==> config.mk <==
export PLATFORM = sky130hd
export DESIGN_NAME = trb_stream_reader_flat
export DESIGN_NICKNAME = d
export VERILOG_FILES = /design/src/rtl/trb_stream_reader_if.sv /design/src/rtl/trb_stream_reader.sv /design/src/flat_wrapper.sv
export SDC_FILE = /design/constraint.sdc
export NUM_CORES = 1
export LEC_CHECK = 0
export BUFFER_PORTS_ARGS = -buffer_cell sky130_fd_sc_hd__buf_2
export CAP_MARGIN = 20
export CORE_MARGIN = 4
export CORE_UTILIZATION = 35
export DETAILED_ROUTE_END_ITERATION = 12
export HOLD_SLACK_MARGIN = 0.08
export SETUP_SLACK_MARGIN = 0.05
export SYNTH_ARGS = -nofsm -noshare
export SYNTH_HDL_FRONTEND = slang
export SYNTH_SLANG_ARGS = --single-unit
export TNS_END_PERCENT = 5
==> constraint.sdc <==
create_clock -name clk -period 3.85 [get_ports clk]
set_clock_uncertainty 0.2 [all_clocks]
set_input_delay 0.5775 -clock clk [delete_from_list [all_inputs] [get_ports clk]]
set_output_delay 0.5775 -clock clk [all_outputs]
set_load 0.02 [all_outputs]
==> src/rtl/trb_stream_reader_if.sv <==
// rtl/trb_stream_reader_if.sv - request, BRAM read-port and output-stream bundle for trb_stream_reader
//
// Signals:
//   req_valid/req_ready/req_addr/req_len  burst request handshake (len is ADDR_W+1 bits)
//   rd_addr/rd_data                       BRAM read port (data combinational from address)
//   dout_valid/dout_ready/dout_data/dout_last  output word stream
//   busy/err                              status: not idle / one-cycle reject pulse
// Modports: slave = the reader block, master = the requester/consumer/BRAM side.

interface trb_stream_reader_if #(
    parameter int ADDR_W = 8,
    parameter int DATA_W = 32
);
    logic              req_valid;
    logic              req_ready;
    logic [ADDR_W-1:0] req_addr;
    logic [ADDR_W:0]   req_len;
    logic [ADDR_W-1:0] rd_addr;
    logic [DATA_W-1:0] rd_data;
    logic              dout_valid;
    logic              dout_ready;
    logic [DATA_W-1:0] dout_data;
    logic              dout_last;
    logic              busy;
    logic              err;

    modport slave (
        input  req_valid, req_addr, req_len, rd_data, dout_ready,
        output req_ready, rd_addr, dout_valid, dout_data, dout_last, busy, err
    );

    modport master (
        output req_valid, req_addr, req_len, rd_data, dout_ready,
        input  req_ready, rd_addr, dout_valid, dout_data, dout_last, busy, err
    );
endinterface

==> src/rtl/trb_stream_reader.sv <==
// rtl/trb_stream_reader.sv - trace BRAM burst reader with 2-entry skid buffer and valid/ready output
//
// Ports:
//   clk    rising-edge clock
//   rst_n  synchronous active-low reset
//   bus    trb_stream_reader_if.slave: request handshake, BRAM read port, output stream, busy/err
// Parameters: ADDR_W (address width), DATA_W (word width), DEPTH (= 2**ADDR_W words).
// Optional feature macro: STB_TRB_READER_WRAP_EN - when defined, bursts may run past the
// top of the BRAM and wrap to address 0; when undefined such bursts are rejected with err.

module trb_stream_reader #(
    parameter int ADDR_W = 8,
    parameter int DATA_W = 32,
    parameter int DEPTH  = 256
) (
    input  logic                 clk,
    input  logic                 rst_n,
    trb_stream_reader_if.slave   bus
);
    typedef enum logic [1:0] {IDLE, READ, DRAIN} state_t;

    localparam logic [ADDR_W+1:0] DEPTH_X = (ADDR_W+2)'(DEPTH);

    state_t            state_q, state_d;
    logic [ADDR_W-1:0] rd_addr_q, rd_addr_d;
    logic [ADDR_W:0]   remaining_q, remaining_d;
    logic [1:0]        count_q, count_d;
    logic [DATA_W-1:0] data0_q, data0_d, data1_q, data1_d;
    logic              last0_q, last0_d, last1_q, last1_d;
    logic              err_q, err_d;
    logic              push, pop, push_last, req_illegal;

`ifdef STB_TRB_READER_WRAP_EN
    always_comb begin
        req_illegal = (bus.req_len == '0) || ({1'b0, bus.req_len} > DEPTH_X);
    end
`else
    logic [ADDR_W+1:0] req_end;
    // One extra bit so addr+len never overflows before the range check.
    assign req_end = {2'b00, bus.req_addr} + {1'b0, bus.req_len};
    always_comb begin
        req_illegal = (bus.req_len == '0) || ({1'b0, bus.req_len} > DEPTH_X) || (req_end > DEPTH_X);
    end
`endif

    always_comb begin
        state_d     = state_q;
        rd_addr_d   = rd_addr_q;
        remaining_d = remaining_q;
        count_d     = count_q;
        data0_d     = data0_q;
        data1_d     = data1_q;
        last0_d     = last0_q;
        last1_d     = last1_q;
        err_d       = 1'b0;
        push        = 1'b0;
        pop         = (count_q != 2'd0) && bus.dout_ready;
        push_last   = (remaining_q == (ADDR_W+1)'(1));

        case (state_q)
            IDLE: begin
                if (bus.req_valid) begin
                    if (req_illegal) begin
                        err_d = 1'b1;
                    end else begin
                        rd_addr_d   = bus.req_addr;
                        remaining_d = bus.req_len;
                        state_d     = READ;
                    end
                end
            end
            READ: begin
                // A full buffer can still take a word if the head leaves this cycle.
                if ((count_q != 2'd2) || pop) begin
                    push        = 1'b1;
                    rd_addr_d   = rd_addr_q + ADDR_W'(1);
                    remaining_d = remaining_q - (ADDR_W+1)'(1);
                    if (push_last) begin
                        state_d = DRAIN;
                    end
                end
            end
            DRAIN: ;
            default: state_d = IDLE;
        endcase

        if (push && !pop) begin
            if (count_q == 2'd0) begin
                data0_d = bus.rd_data;
                last0_d = push_last;
            end else begin
                data1_d = bus.rd_data;
                last1_d = push_last;
            end
            count_d = count_q + 2'd1;
        end else if (!push && pop) begin
            data0_d = data1_q;
            last0_d = last1_q;
            count_d = count_q - 2'd1;
        end else if (push && pop) begin
            if (count_q == 2'd1) begin
                data0_d = bus.rd_data;
                last0_d = push_last;
            end else begin
                data0_d = data1_q;
                last0_d = last1_q;
                data1_d = bus.rd_data;
                last1_d = push_last;
            end
        end

        // Leave DRAIN as soon as the final word is popped so busy drops the next cycle.
        if ((state_q == DRAIN) && (count_d == 2'd0)) begin
            state_d = IDLE;
        end
    end

    always_ff @(posedge clk) begin
        if (!rst_n) begin
            state_q     <= IDLE;
            rd_addr_q   <= '0;
            remaining_q <= '0;
            count_q     <= 2'd0;
            data0_q     <= '0;
            data1_q     <= '0;
            last0_q     <= 1'b0;
            last1_q     <= 1'b0;
            err_q       <= 1'b0;
        end else begin
            state_q     <= state_d;
            rd_addr_q   <= rd_addr_d;
            remaining_q <= remaining_d;
            count_q     <= count_d;
            data0_q     <= data0_d;
            data1_q     <= data1_d;
            last0_q     <= last0_d;
            last1_q     <= last1_d;
            err_q       <= err_d;
        end
    end

    assign bus.req_ready  = (state_q == IDLE);
    assign bus.busy       = (state_q != IDLE);
    assign bus.rd_addr    = rd_addr_q;
    assign bus.dout_valid = (count_q != 2'd0);
    assign bus.dout_data  = data0_q;
    assign bus.dout_last  = last0_q && (count_q != 2'd0);
    assign bus.err        = err_q;
endmodule

==> src/flat_wrapper.sv <==
// flat-port wrapper written by rule: the top's interface ports become plain ports
module trb_stream_reader_flat 
#(
    parameter int ADDR_W = 8,
    parameter int DATA_W = 32,
    parameter int DEPTH  = 256
)
  (clk, rst_n, bus_req_valid, bus_req_addr, bus_req_len, bus_rd_data, bus_dout_ready, bus_req_ready, bus_rd_addr, bus_dout_valid, bus_dout_data, bus_dout_last, bus_busy, bus_err);
  trb_stream_reader_if #(.ADDR_W(ADDR_W), .DATA_W(DATA_W)) bus_i ();
  input  logic clk;
  input  logic rst_n;
  input wire logic [$bits(bus_i.req_valid)-1:0] bus_req_valid;
  input wire logic [$bits(bus_i.req_addr)-1:0] bus_req_addr;
  input wire logic [$bits(bus_i.req_len)-1:0] bus_req_len;
  input wire logic [$bits(bus_i.rd_data)-1:0] bus_rd_data;
  input wire logic [$bits(bus_i.dout_ready)-1:0] bus_dout_ready;
  output wire logic [$bits(bus_i.req_ready)-1:0] bus_req_ready;
  output wire logic [$bits(bus_i.rd_addr)-1:0] bus_rd_addr;
  output wire logic [$bits(bus_i.dout_valid)-1:0] bus_dout_valid;
  output wire logic [$bits(bus_i.dout_data)-1:0] bus_dout_data;
  output wire logic [$bits(bus_i.dout_last)-1:0] bus_dout_last;
  output wire logic [$bits(bus_i.busy)-1:0] bus_busy;
  output wire logic [$bits(bus_i.err)-1:0] bus_err;
  assign bus_i.req_valid = bus_req_valid;
  assign bus_i.req_addr = bus_req_addr;
  assign bus_i.req_len = bus_req_len;
  assign bus_i.rd_data = bus_rd_data;
  assign bus_i.dout_ready = bus_dout_ready;
  assign bus_req_ready = bus_i.req_ready;
  assign bus_rd_addr = bus_i.rd_addr;
  assign bus_dout_valid = bus_i.dout_valid;
  assign bus_dout_data = bus_i.dout_data;
  assign bus_dout_last = bus_i.dout_last;
  assign bus_busy = bus_i.busy;
  assign bus_err = bus_i.err;
  trb_stream_reader #(.ADDR_W(ADDR_W), .DATA_W(DATA_W), .DEPTH(DEPTH)) u_core (.clk(clk), .rst_n(rst_n), .bus(bus_i));
endmodule
==> results_tabular.tex <==
\begin{tabular}{lr}
\hline
Metric & Value \\
\hline
\multicolumn{2}{l}{\textbf{Synthesis}} \\
\quad Average cell area after synthesis & 8.27 µm² \\
\quad Number of distinct standard cells referenced by the synthesized netlist & 49 \\
\quad Async SR Flop Fraction & 0 \\
\quad Share of the yosys chip area belonging to registers & 0.403 \\
\quad Register bit total from synthesis & 88 \\
\quad Synth warnings & 0 \\
\quad Cells taking the most area after synthesis & dfxtp\_1 (40\%), mux2i\_1 (8.7\%), nand2\_1 (8.3\%), a211oi\_1 (6.0\%), a21oi\_1 (5.6\%) \\
\quad Count of mapped cells out of synthesis & 528 \\
\quad Yosys top cell by area & dfxtp\_1 \\
\quad Netlist Area Pre-Place & 4370 µm² \\
\quad Number of nets produced by synthesis & 596 \\
\quad Area fraction of the dominant cell type after synthesis & 0.403 \\
\quad Synth Flop Type & dfxtp\_1 \\
\quad Count of flip-flops with a built-in enable after synthesis & 0 \\
\multicolumn{2}{l}{\textbf{Clocking}} \\
\quad Buffer type at the clock tree root & clkbuf\_16 \\
\quad Clock tree from TritonCTS & done \\
\quad Total of cells resized after clock tree synthesis & 0 \\
\quad Post-CTS Repair Setup Buffers & 0 \\
\quad Total clock sinks & 88 \\
\quad Clock buffer depth & 2 \\
\quad Clock slew at the register clock pins of the worst setup and hold paths & 60 ps \\
\quad Number of clock buffers inserted by TritonCTS & 9 \\
\quad Number of buffers inserted for hold repair after clock tree synthesis & 0 \\
\quad Total number of H-tree levels & 3 \\
\quad Worst-skew pair later-pin latency & 330 ps \\
\multicolumn{2}{l}{\textbf{Die}} \\
\quad Core region area & 12,100 µm² \\
\quad Area enclosed by the die boundary & 14,300 µm² \\
\quad Overall die width & 120 µm \\
\quad I/O Pins & 98 \\
\quad Row count & 40 \\
\quad Effective utilization at floorplan & 0.361 \\
\quad Height of the chip & 120 µm \\
\multicolumn{2}{l}{\textbf{STA}} \\
\quad Total negative slack & 0 ps \\
\quad Max\_slew headroom & 0.516 \\
\quad Final-report hold violation count & 0 \\
\quad Slew @ Worst Pin & 725 ps \\
\quad Min Hold Slack & 254 ps \\
\quad Setup-violating endpoint count in the final report & 0 \\
\quad Unrepaired setup endpoints after global routing & false \\
\quad Upper clock frequency limit & 309 MHz \\
\quad Tmin final & 3240 ps \\
\quad Final count of pins violating max slew & 0 \\
\quad Post-route clock period utilization & 0.840 \\
\multicolumn{2}{l}{\textbf{Power}} \\
\quad Largest vdd supply drop & 339 µV \\
\quad Power consumption & 3320 µW \\
\quad Power Dens Cells & 627 nW/µm² \\
\quad Leak Pwr & 0.00208 µW \\
\multicolumn{2}{l}{\textbf{Cells and area}} \\
\quad Antenna diodes & 0 \\
\quad Non-filler instance count after layout & 782 \\
\quad Leading cell types in the layout, fill and taps excluded & nand2\_1 (97), buf\_2 (97), dfxtp\_1 (88), nor2\_1 (51), a21oi\_1 (49) \\
\quad NumNets Final & 678 \\
\quad Fraction of layout cells with a size suffix above 1 & 0.210 \\
\quad Final cell area excluding filler cells & 5290 µm² \\
\quad Area added between synthesis and finish & 21.2\% \\
\multicolumn{2}{l}{\textbf{GRT}} \\
\quad Largest net degree at the start of global routing & 60 \\
\quad GRT Residual Overflow & 0 \\
\quad Number of antenna violations at the first check in global routing & 0 \\
\quad Vias in the first global route & 3,847 \\
\quad First-pass GRT wire length & 18.8 mm \\
\quad Global Route Usage Sum & 0.159 \\
\multicolumn{2}{l}{\textbf{Status}} \\
\quad Status & finished, final reports clean \\
\multicolumn{2}{l}{\textbf{Worst setup path}} \\
\quad Critical-path cell list & buf\_2, ha\_1, inv\_1, fa\_1, nand2b\_1, a21oi\_1, xor2\_1, or4\_1, o32a\_1, o21a\_1, buf\_4, o32ai\_1 \\
\quad WP buf/inv & 3 \\
\quad Reg-to-reg setup timing slack & 1210 ps \\
\quad Slowest stage delay, CP & 460 ps \\
\quad Data required time at the worst endpoint & 3880 ps \\
\quad Maximum net fanout on the critical path & 17 \\
\quad Worst r2r dst & u\_core.bus.dout\_data[5] \\
\quad Critical Setup Path Class & input pin to flop \\
\quad Register-to-Register Path Depth & 6 \\
\quad Worst path slowest cell & or4\_1 \\
\quad Family of cells with the greatest summed delay on the critical path & compound AO/OA/AOI/OAI gates \\
\quad Critical path endpoint category & flop \\
\quad Startpoint Class & input pin \\
\quad Critical register-to-register path startpoint & u\_core.state\_q[0] \\
\quad Worst EP arrival & 3270 ps \\
\multicolumn{2}{l}{\textbf{Detailed routing}} \\
\quad Vias after detailed routing & 4,006 \\
\quad Post-detailed-route via-to-cell ratio & 5.12 \\
\quad Antenna Nets Post-Route & 0 \\
\quad DR WL/cell & 14.7 µm \\
\quad Initial detailed-routing violation count & 227 \\
\quad DRC viols & 0 \\
\quad Count of TritonRoute iterations in the first routing pass & 4 \\
\quad Total wire length & 11.5 mm \\
\multicolumn{2}{l}{\textbf{Placement}} \\
\quad Total instance count after detailed placement & 766 \\
\quad Port Buffer Count & 97 \\
\quad Final RePlAce weighted congestion & 0.875 \\
\quad Total cell area at the placement stage & 5010 µm² \\
\quad HPWL after detailed placement & 8.33 mm \\
\multicolumn{2}{l}{\textbf{Job}} \\
\quad Max-capacitance violation count & 0 \\
\multicolumn{2}{l}{\textbf{Hold path}} \\
\quad Worst hold start & u\_core.data1\_q[6] \\
\quad Hold EP & u\_core.data1\_q[6] \\
\quad Type of the worst min-delay path & flop to flop \\
\quad Number of cells on the worst hold path & 2 \\
\hline
\end{tabular}
## layout make-up
class                           count  area, µm²
Tap cell                          168        210
Clock inverter                      5       32.5
Multi-Input combinational cell    393       2420
Sequential cell                    88       1760
Timing Repair Buffer              106        591
Inverter                           12       45.0
Clock buffer                       10        229
Fill cell                        1266       6820
## where the power goes
part | internal (µW) | leakage, µW | total, µW | switching [µW]
combinational | 492 | 0.00123 | 1310 | 816
clock | 434 | 0.000132 | 777 | 343
sequential | 1120 | 0.000715 | 1230 | 115
total | 2050 | 0.00208 | 3320 | 1270
## worst register-to-register path, stage by stage (launching register included)
cell and delay (ps):
dfxtp_1 520, nand2b_1 410, nor3_1 430, a21o_2 350
buf_12 260, mux2i_1 250, a211oi_1 90
## flip-flops by register name (all words and copies together) (netlist names)
signal and flops:
u_core.count_q 2, u_core.last1_q 1, u_core.remaining_q 9, u_core.bus.err 1, u_core.bus.dout_data 32, u_core.data1_q 32, u_core.state_q 2, u_core.last0_q 1
u_core.bus.rd_addr 8
## synth_stat cells (all sizes together) (2+ instances only)
cell type / instances
xor2: 3
o32ai: 8
xnor2: 5
and2: 3
or4: 3
nand4: 2
a211o: 4
inv: 11
nor2: 51
or2: 2
a21oi: 50
clkbuf: 26
mux2i: 38
o21a: 3
nand3: 5
o21ai: 16
dfxtp: 88
ha: 14
o31ai: 5
nor3: 6
a211oi: 35
o22ai: 7
nor2b: 3
o41ai: 2
nand2b: 5
nor4: 5
buf: 9
nand2: 97
a21o: 4
nor3b: 3
## metal layers
layer | up-vias | wire [µm] | GRT usage | share of wire
met5 | - | 0 | 0 | 0
met1 | 1875 | 5330 | 0.202 | 0.46
li1 | 2039 | - | - | -
met4 | 0 | 119 | 0.0401 | 0.010
met3 | 11 | 437 | 0.0382 | 0.038
met2 | 81 | 5620 | 0.272 | 0.49
## logic make-up (layout without fill, tap and decap cells)
family / Yosys count / in the layout / synth area share
simple gates: 188 / 188 / 0.183
compound gates: 143 / 143 / 0.218
flops: 88 / 88 / 0.403
buf+inv: 47 / 133 / 0.0450
mux: 39 / 39 / 0.0897
fa+ha+maj: 15 / 15 / 0.0447
xor+xnor: 8 / 8 / 0.0160
## worst max path at each step
stage                        start                     to  slack [ps]  cells past startpoint
floorplan           bus_req_len[0]  u_core.bus.rd_addr[7]         510                     12
global placement    bus_req_len[0]  u_core.remaining_q[7]         340                     13
detailed placement  bus_req_len[0]  u_core.bus.rd_addr[3]         270                     12
CTS                 bus_req_len[0]  u_core.bus.rd_addr[3]         620                     12
global route        bus_req_len[0]  u_core.bus.rd_addr[5]         460                     12
finish              bus_req_len[0]  u_core.bus.rd_addr[3]         610                     12
## per-stage QoR
stage               worst slack [ps]  utilization
floorplan                        513            -
global placement                 335        0.414
detailed placement               275        0.414
CTS                              619        0.435
global route                     464        0.437
finish                           615        0.437
No activity file was read; power rests on OpenSTA's default activity.
